===== src/rtl/macrocell_fuse_loader_pkg.sv =====
// mc_fuse_pkg: shared fuse-frame layout, CRC polynomial and loader state encoding
package mc_fuse_pkg;
  localparam int FUSE_BITS = 501;
  localparam int PT_BASE = 0;
  localparam int CTL_BASE = 480;
  localparam int GCLK_BASE = 496;
  localparam int OE_BASE = 498;
  localparam logic [7:0] CRC8_POLY = 8'h07;
  typedef enum logic [1:0] {S_IDLE, S_LOAD, S_CHECK, S_COMMIT} state_t;
endpackage


===== src/rtl/macrocell_fuse_loader_if.sv =====
// macrocell_fuse_loader_if: serial fuse stream handshake and frame status
interface macrocell_fuse_loader_if;
  logic start;
  logic bit_in;
  logic bit_valid;
  logic bit_ready;
  logic busy;
  logic done;
  logic crc_err;
  modport master(output start, bit_in, bit_valid, input bit_ready, busy, done, crc_err);
  modport slave(input start, bit_in, bit_valid, output bit_ready, busy, done, crc_err);
endinterface


===== src/rtl/macrocell_fuse_loader_crc8.sv =====
// crc8_serial: one-bit-per-cycle CRC-8 (poly 0x07, init 0), clear has priority over enable
module crc8_serial
  import mc_fuse_pkg::*;
(
  input  logic       clk,
  input  logic       rst,
  input  logic       clr,
  input  logic       en,
  input  logic       d,
  output logic [7:0] crc
);
  // shift the incoming bit through the CRC register
  always_ff @(posedge clk)
    crc <= (rst || clr) ? 8'h00 : en ? ({crc[6:0], 1'b0} ^ ((crc[7] ^ d) ? CRC8_POLY : 8'h00)) : crc;
endmodule


===== src/rtl/macrocell_fuse_loader.sv =====
// macrocell_fuse_loader: serial 501-bit fuse frame loader with atomic commit; MC_FUSE_CRC_EN adds CRC-8 trailer check
module macrocell_fuse_loader
  import mc_fuse_pkg::*;
(
  input  logic clk,
  input  logic rst,
  macrocell_fuse_loader_if.slave bus,
  output logic [0:479] ptgroupbitmap_mux,
  output logic [0:15] fuse_ctl,
  output logic [0:1] gclk_mux,
  output logic [0:2] oe_mux
);
  state_t state;
  logic [8:0] cnt;
  logic [0:FUSE_BITS-1] shadow;
  logic [0:FUSE_BITS-1] cfg;
  logic rdy;
  logic bsy;
  logic dn;
  logic acc;
  assign acc = bus.bit_valid && rdy;
  assign bus.bit_ready = rdy;
  assign bus.busy = bsy;
  assign bus.done = dn;
  assign ptgroupbitmap_mux = cfg[PT_BASE +: 480];
  assign fuse_ctl = cfg[CTL_BASE +: 16];
  assign gclk_mux = cfg[GCLK_BASE +: 2];
  assign oe_mux = cfg[OE_BASE +: 3];
`ifdef MC_FUSE_CRC_EN
  logic [7:0] crc;
  logic [7:0] trl;
  logic [2:0] tcnt;
  logic err;
  assign bus.crc_err = err;
  crc8_serial u_crc (
    .clk(clk),
    .rst(rst),
    .clr(state == S_IDLE && bus.start),
    .en(state == S_LOAD && acc),
    .d(bus.bit_in),
    .crc(crc)
  );
`else
  assign bus.crc_err = 1'b0;
`endif
  // frame FSM: shadow fill, optional trailer capture, then a one-cycle commit
  always_ff @(posedge clk) begin
    if (rst) begin
      state <= S_IDLE;
      cnt <= '0;
      shadow <= '0;
      cfg <= '0;
      rdy <= 1'b0;
      bsy <= 1'b0;
      dn <= 1'b0;
`ifdef MC_FUSE_CRC_EN
      trl <= '0;
      tcnt <= '0;
      err <= 1'b0;
`endif
    end else begin
      dn <= 1'b0;
`ifdef MC_FUSE_CRC_EN
      err <= 1'b0;
`endif
      case (state)
        S_IDLE: if (bus.start) begin
          cnt <= '0;
          state <= S_LOAD;
          rdy <= 1'b1;
          bsy <= 1'b1;
`ifdef MC_FUSE_CRC_EN
          tcnt <= '0;
`endif
        end
        S_LOAD: if (acc) begin
          shadow[cnt] <= bus.bit_in;
          cnt <= cnt + 9'd1;
          if (cnt == 9'(FUSE_BITS - 1)) begin
`ifdef MC_FUSE_CRC_EN
            state <= S_CHECK;
`else
            state <= S_COMMIT;
            rdy <= 1'b0;
            bsy <= 1'b0;
`endif
          end
        end
        S_CHECK: begin
`ifdef MC_FUSE_CRC_EN
          if (acc) begin
            trl <= {trl[6:0], bus.bit_in};
            tcnt <= tcnt + 3'd1;
            if (tcnt == 3'd7) begin
              state <= S_COMMIT;
              rdy <= 1'b0;
              bsy <= 1'b0;
            end
          end
`else
          state <= S_IDLE;
`endif
        end
        default: begin
          state <= S_IDLE;
`ifdef MC_FUSE_CRC_EN
          if (trl == crc) begin
            cfg <= shadow;
            dn <= 1'b1;
          end else err <= 1'b1;
`else
          cfg <= shadow;
          dn <= 1'b1;
`endif
        end
      endcase
    end
  end
endmodule


===== src/flat_wrapper.sv =====
// flat-port wrapper written by rule: the top's interface ports become plain ports
module macrocell_fuse_loader_flat import mc_fuse_pkg::*;
  (clk, rst, ptgroupbitmap_mux, fuse_ctl, gclk_mux, oe_mux, bus_start, bus_bit_in, bus_bit_valid, bus_bit_ready, bus_busy, bus_done, bus_crc_err);
  macrocell_fuse_loader_if bus_i ();
  input  logic clk;
  input  logic rst;
  output logic [0:479] ptgroupbitmap_mux;
  output logic [0:15] fuse_ctl;
  output logic [0:1] gclk_mux;
  output logic [0:2] oe_mux;
  input wire logic [$bits(bus_i.start)-1:0] bus_start;
  input wire logic [$bits(bus_i.bit_in)-1:0] bus_bit_in;
  input wire logic [$bits(bus_i.bit_valid)-1:0] bus_bit_valid;
  output wire logic [$bits(bus_i.bit_ready)-1:0] bus_bit_ready;
  output wire logic [$bits(bus_i.busy)-1:0] bus_busy;
  output wire logic [$bits(bus_i.done)-1:0] bus_done;
  output wire logic [$bits(bus_i.crc_err)-1:0] bus_crc_err;
  assign bus_i.start = bus_start;
  assign bus_i.bit_in = bus_bit_in;
  assign bus_i.bit_valid = bus_bit_valid;
  assign bus_bit_ready = bus_i.bit_ready;
  assign bus_busy = bus_i.busy;
  assign bus_done = bus_i.done;
  assign bus_crc_err = bus_i.crc_err;
  macrocell_fuse_loader u_core (.clk(clk), .rst(rst), .bus(bus_i), .ptgroupbitmap_mux(ptgroupbitmap_mux), .fuse_ctl(fuse_ctl), .gclk_mux(gclk_mux), .oe_mux(oe_mux));
endmodule

===== config.mk =====
export PLATFORM = sky130hd
export DESIGN_NAME = macrocell_fuse_loader_flat
export DESIGN_NICKNAME = d
export VERILOG_FILES = /design/src/rtl/macrocell_fuse_loader_pkg.sv /design/src/rtl/macrocell_fuse_loader_if.sv /design/src/rtl/macrocell_fuse_loader_crc8.sv /design/src/rtl/macrocell_fuse_loader.sv /design/src/flat_wrapper.sv
export SDC_FILE = /design/constraint.sdc
export NUM_CORES = 2
export LEC_CHECK = 0
export ABC_AREA = 1
export CORE_MARGIN = 4
export CORE_UTILIZATION = 35
export DETAILED_ROUTE_END_ITERATION = 10
export MAX_ROUTING_LAYER = met4
export SYNTH_ARGS = -nofsm -noshare
export SYNTH_HDL_FRONTEND = slang
export SYNTH_SLANG_ARGS = --single-unit
export TNS_END_PERCENT = 50

===== constraint.sdc =====
create_clock -name clk -period 1.84 [get_ports clk]
set_input_delay 0.552 -clock clk [delete_from_list [all_inputs] [get_ports clk]]
set_output_delay 0.552 -clock clk [all_outputs]
set_load 0.01 [all_outputs]

Yosys cells after proc, flatten, opt, wreduce, memory -nomap -nowiden --
Index checks and enable logic that the tools add are counted. Widths: inputs -> output; s select.
Storage, ports and cells: word-level logic and storage cells 40, input port bits 5, bits in registers 1015, output and inout bits 505
Cells by class: reductions and logical operators 9, multiplexer cells 15, add/sub/neg operators 1, magnitude comparators 2, bitwise logic cells 1, equal/unequal tests 6
Operators with widths (number):
- $bwmux 501 | 1
- $mux 9 | 2
- $pmux 9 s2 | 1
- $ge 10x10->1 const B | 1
- $lt 10x1->1 const B | 1
- $not 9->10 | 1
- $add 9x1->9 const B | 1
- $demux 1 s9 | 1
- $eq 9x9->1 const B | 1
- $mux 2 | 3
- $reduce_and 3->1 | 2
- $mux 1 | 5
- $ne 2x1->1 const B | 2
- $pmux 2 s2 | 1
- $reduce_and 4->1 | 1
- $reduce_or 3->1 | 1
- $eq 2x1->1 const B | 1
- $eq 2x2->1 const B | 1
- $logic_and 1x1->1 | 2
- $logic_not 2->1 | 1
- $ne 2x2->1 const B | 1
- $pmux 1 s2 | 1
- $reduce_and 2->1 | 1
- $reduce_bool 2->1 | 1

Depth between registers and ports, before layout --
depth after elaboration 6, gate-level depth with buffers 10, gate-level depth less buffers 8

Worst setup path after synthesis --
No wires, ideal clock.
kind in2reg, from input bus_bit_valid, to register u_core.shadow[432] in the netlist's numbering, stages 9, buffers on the path 2, data required time 1.725 ns, slack 0.184 ns, arrival 1.541 ns, path through nand2_1 nor2_4 buf_6 nand2_1 nor2_4 buf_2 nand3_1 nand2_1 nor2_1
Between the ends: cells in the longest elaborated chain, start to end 2
RTL lines:
- start, declared | RTL line flat_wrapper.sv:13 | input wire logic [$bits(bus_i.bit_valid)-1:0] bus_bit_valid;
- $logic_and 1x1->1 | RTL line macrocell_fuse_loader.sv:21 | assign acc = bus.bit_valid && rdy;
- $reduce_and 2->1 (no source line)
- end signal, assigned by index | RTL line macrocell_fuse_loader.sv:77 | shadow[cnt] <= bus.bit_in;
- end, declared | RTL line macrocell_fuse_loader.sv:15 | logic [0:FUSE_BITS-1] shadow;
No other way between the ends. A chain may end at the register's enable or synchronous reset.

==> impl_metrics.toml <==
[outcome]
status = "complete, no violations"

[worst_setup_path]
critical-path-max-stage-delay_ns = 0.32
crit_path_start_kind = "register"
path_class = "reg -> out"
reg2reg_slack_ns = 0.11
cp_slowest_cell = "dfxtp_2"
arrival_ns = 1.25
crit_chain = "buf_6, buf_6"
endpoint_kind = "primary output"
critPathMostFrequentCell = "buf_6"
cp_max_fo = 3
worst-endpoint-required_ns = 1.29

[placement]
dpl.hpwl_mm = 85.3
gp_congestion = 0.819
place_area_sq_um = 46500
portBuffers = 508

[global_routing]
grt_pass1_vias = 31976
grt_antenna_before_repair = 1
grtUsageTotal_pct = 22.0
gr-total-overflow = 0
grt_max_degree = 91
grt_pass1_wl_mm = 195

[finish]
drive_gt1_share_pct = 20.4
multi_input_area_sq_um = 15800
final_util_pct = 44.4
n_fill_cell = 10996
seq_area_sq_um = 20600
fin_area_sq_um = 48200
syn_to_final_growth_pct = 25.9
nets = 5554

[cts]
cts_buffers = 108
path_clk_slew_ns = 0.06
clock-sinks = 1015
cts-root-buf = "clkbuf_16"
clkLatencyLatePin_ns = 0.70
cts_tree = "done"
cts.htree.levels = 3
cts_max_path_buffers = 3

[floorplanning]
die_x_microns = 339
core_sq_um = 109000
start_util_pct = 35.2
ios = 510
die_y_microns = 339
placementRows = 121
dieArea_sq_um = 115000

[synth]
syn_nets = 5162
synthCells = 5153
synth.avg_cell_area_sq_um = 7.43
synth-seq-area-share_pct = 53.1
synth_cell_type_count = 23
ys_ff_latch = 1015
netlist_area_sq_um = 38300
yosys_warnings = 0

[power_and_ir_drop]
p_per_area_nw_per_um2 = 968
p_leak_nw = 19.5
ir_worst_vdd_v = 0.000691

[sta]
slew_headroom_pct = 55.4
final_hold_viol_count = 0
fin_crit_ns = 1.81
max_slew.worst_pin.slew_ns = 0.669
post-route-period-util_pct = 98.2
max_freq_mhz = 554
skew_ns = 0.0301
setup_violations = 0
rsz0062_at_grt = "true"
drv_slew = 0

[detailed_routing]
num_vias = 35158
wl_per_cell_microns = 18.5
drt_iter0_markers = 3161
via_per_inst = 4.99
wl_mm = 130
postRouteAntennaNets = 0
drc_errors = 0
firstDrtPassIters = 5

[flow_run]
drv_cap = 0

[min_path]
hp-class = "in -> reg"
[synth_stat cells]
library cell / count / area [sq um]
nor2_1: 1471 / 5520
buf_2: 243 / 1220
nor2_2: 12 / 75.1
nor2_4: 4 / 45.0
nand3_1: 501 / 2510
xor2_1: 1 / 8.76
inv_1: 44 / 165
clkbuf_1: 208 / 781
dfxtp_1: 1015 / 20300
a21oi_1: 519 / 2600
o21ai_0: 534 / 2670
buf_4: 7 / 52.6
nand2_1: 535 / 2010
o21bai_1: 1 / 7.51
nand4_1: 5 / 31.3
buf_1: 13 / 48.8
nand3_2: 2 / 20.0
conb_1: 1 / 3.75
nand2_2: 1 / 6.26
inv_2: 15 / 56.3
buf_6: 1 / 11.3
ha_1: 4 / 50.1
nor3_1: 16 / 80.1
[power breakdown]
group / internal, mW / total, mW / switching, mW
registers: 21.9 / 22.0 / 0.00483
clock network: 14.0 / 23.2 / 9.19
logic: 0.489 / 1.51 / 1.03
[critical path: cells and delay by family (launching register included)]
kind                   cells  cell delay, ns
DFF                        1            0.32
buffers and inverters      2            0.25
[cell type report]
type,instances,area share [%]
Inverter,59,0.532
Tap cell,1414,3.67
Clock buffer,156,6.55
Antenna cell,1,0.00519
Multi-Input combinational cell,3607,32.7
Sequential cell,1015,42.7
Timing Repair Buffer,754,12.6
Clock inverter,44,1.34
[layout by cell type, fill, tap and decap left out, drive strengths merged]
cell type	synthesis	final
nor2	1487	1487
dfxtp	1015	1015
nand2	536	536
o21ai	534	534
buf	264	529
a21oi	519	519
nand3	503	503
clkbuf	208	378
inv	59	55
clkinv	0	31
nor3	16	16
bufinv	0	15
nand4	5	5
ha	4	4
clkinvlp	0	2
diode	0	1
o21bai	1	1
xor2	1	1
conb	1	1
dlymetal6s2s	0	1
clkdlybuf4s50	0	1
clkdlybuf4s15	0	1
[state kept, by name (all words and copies together) (netlist names)]
register              flops
u_core.bus.bit_ready      1
u_core.bus.done           1
u_core.cfg              501
u_core.cnt                9
u_core.shadow           501
u_core.state              2
[metal layers]
metal,track usage [%],routed length (microns)
met1,28.3,58300
met4,7.03,3650
met3,3.92,7590
met2,35.3,60800
met5,-,0
[repair_timing]
| action | in CTS | in global routing |
|---|---|---|
| setup buffers | 1 | 6 |
| hold buffers | 0 | 0 |
| hold endpoints to repair | 0 | 0 |
| gates cloned | 0 | 4 |
| setup endpoints to repair | 505 | 338 |
| gates resized for setup | 1545 | 450 |
| pin swaps | 0 | 3 |
[metrics by stage]
step | instances | setup slack [ns] | hold WS, ns | total power, mW | setup TNS, ns
detailed placement | 6838 | -0.688 | 0.437 | 24.0 | -270.50
global placement | 6838 | -0.669 | 0.430 | 24.0 | -267.83
floorplan | 5153 | 0.184 | 0.420 | 23.4 | 0
global route | 7050 | -0.0251 | 0.414 | 48.2 | -0.0736
CTS | 7039 | -0.0744 | 0.381 | 47.2 | -13.32
finish | 7050 | 0.0338 | 0.436 | 46.7 | 0
[final timing paths]
kind / start / to / depth (start not counted)
min reg2reg: u_core.shadow[484] / u_core.cfg[484] / 2
max: u_core.bus.bit_ready / bus_busy / 2
min: bus_bit_in / u_core.shadow[333] / 4
max reg2reg: u_core.cnt[0] / u_core.shadow[356] / 10
[logic make-up (layout without fill, tap and decap cells)]
group	after synthesis	in the layout	share of synthesized area [%]
other	1	2	0.00979
flip-flops	1015	1015	53.1
AO/OA/AOI/OAI	1054	1054	13.8
buffers and inverters	531	1013	6.09
XOR/XNOR	1	1	0.0229
AND/OR/NAND/NOR	2547	2547	26.9
adder cells (fa/ha/maj)	4	4	0.131
Note: power is estimated with default switching activity, not from simulation.
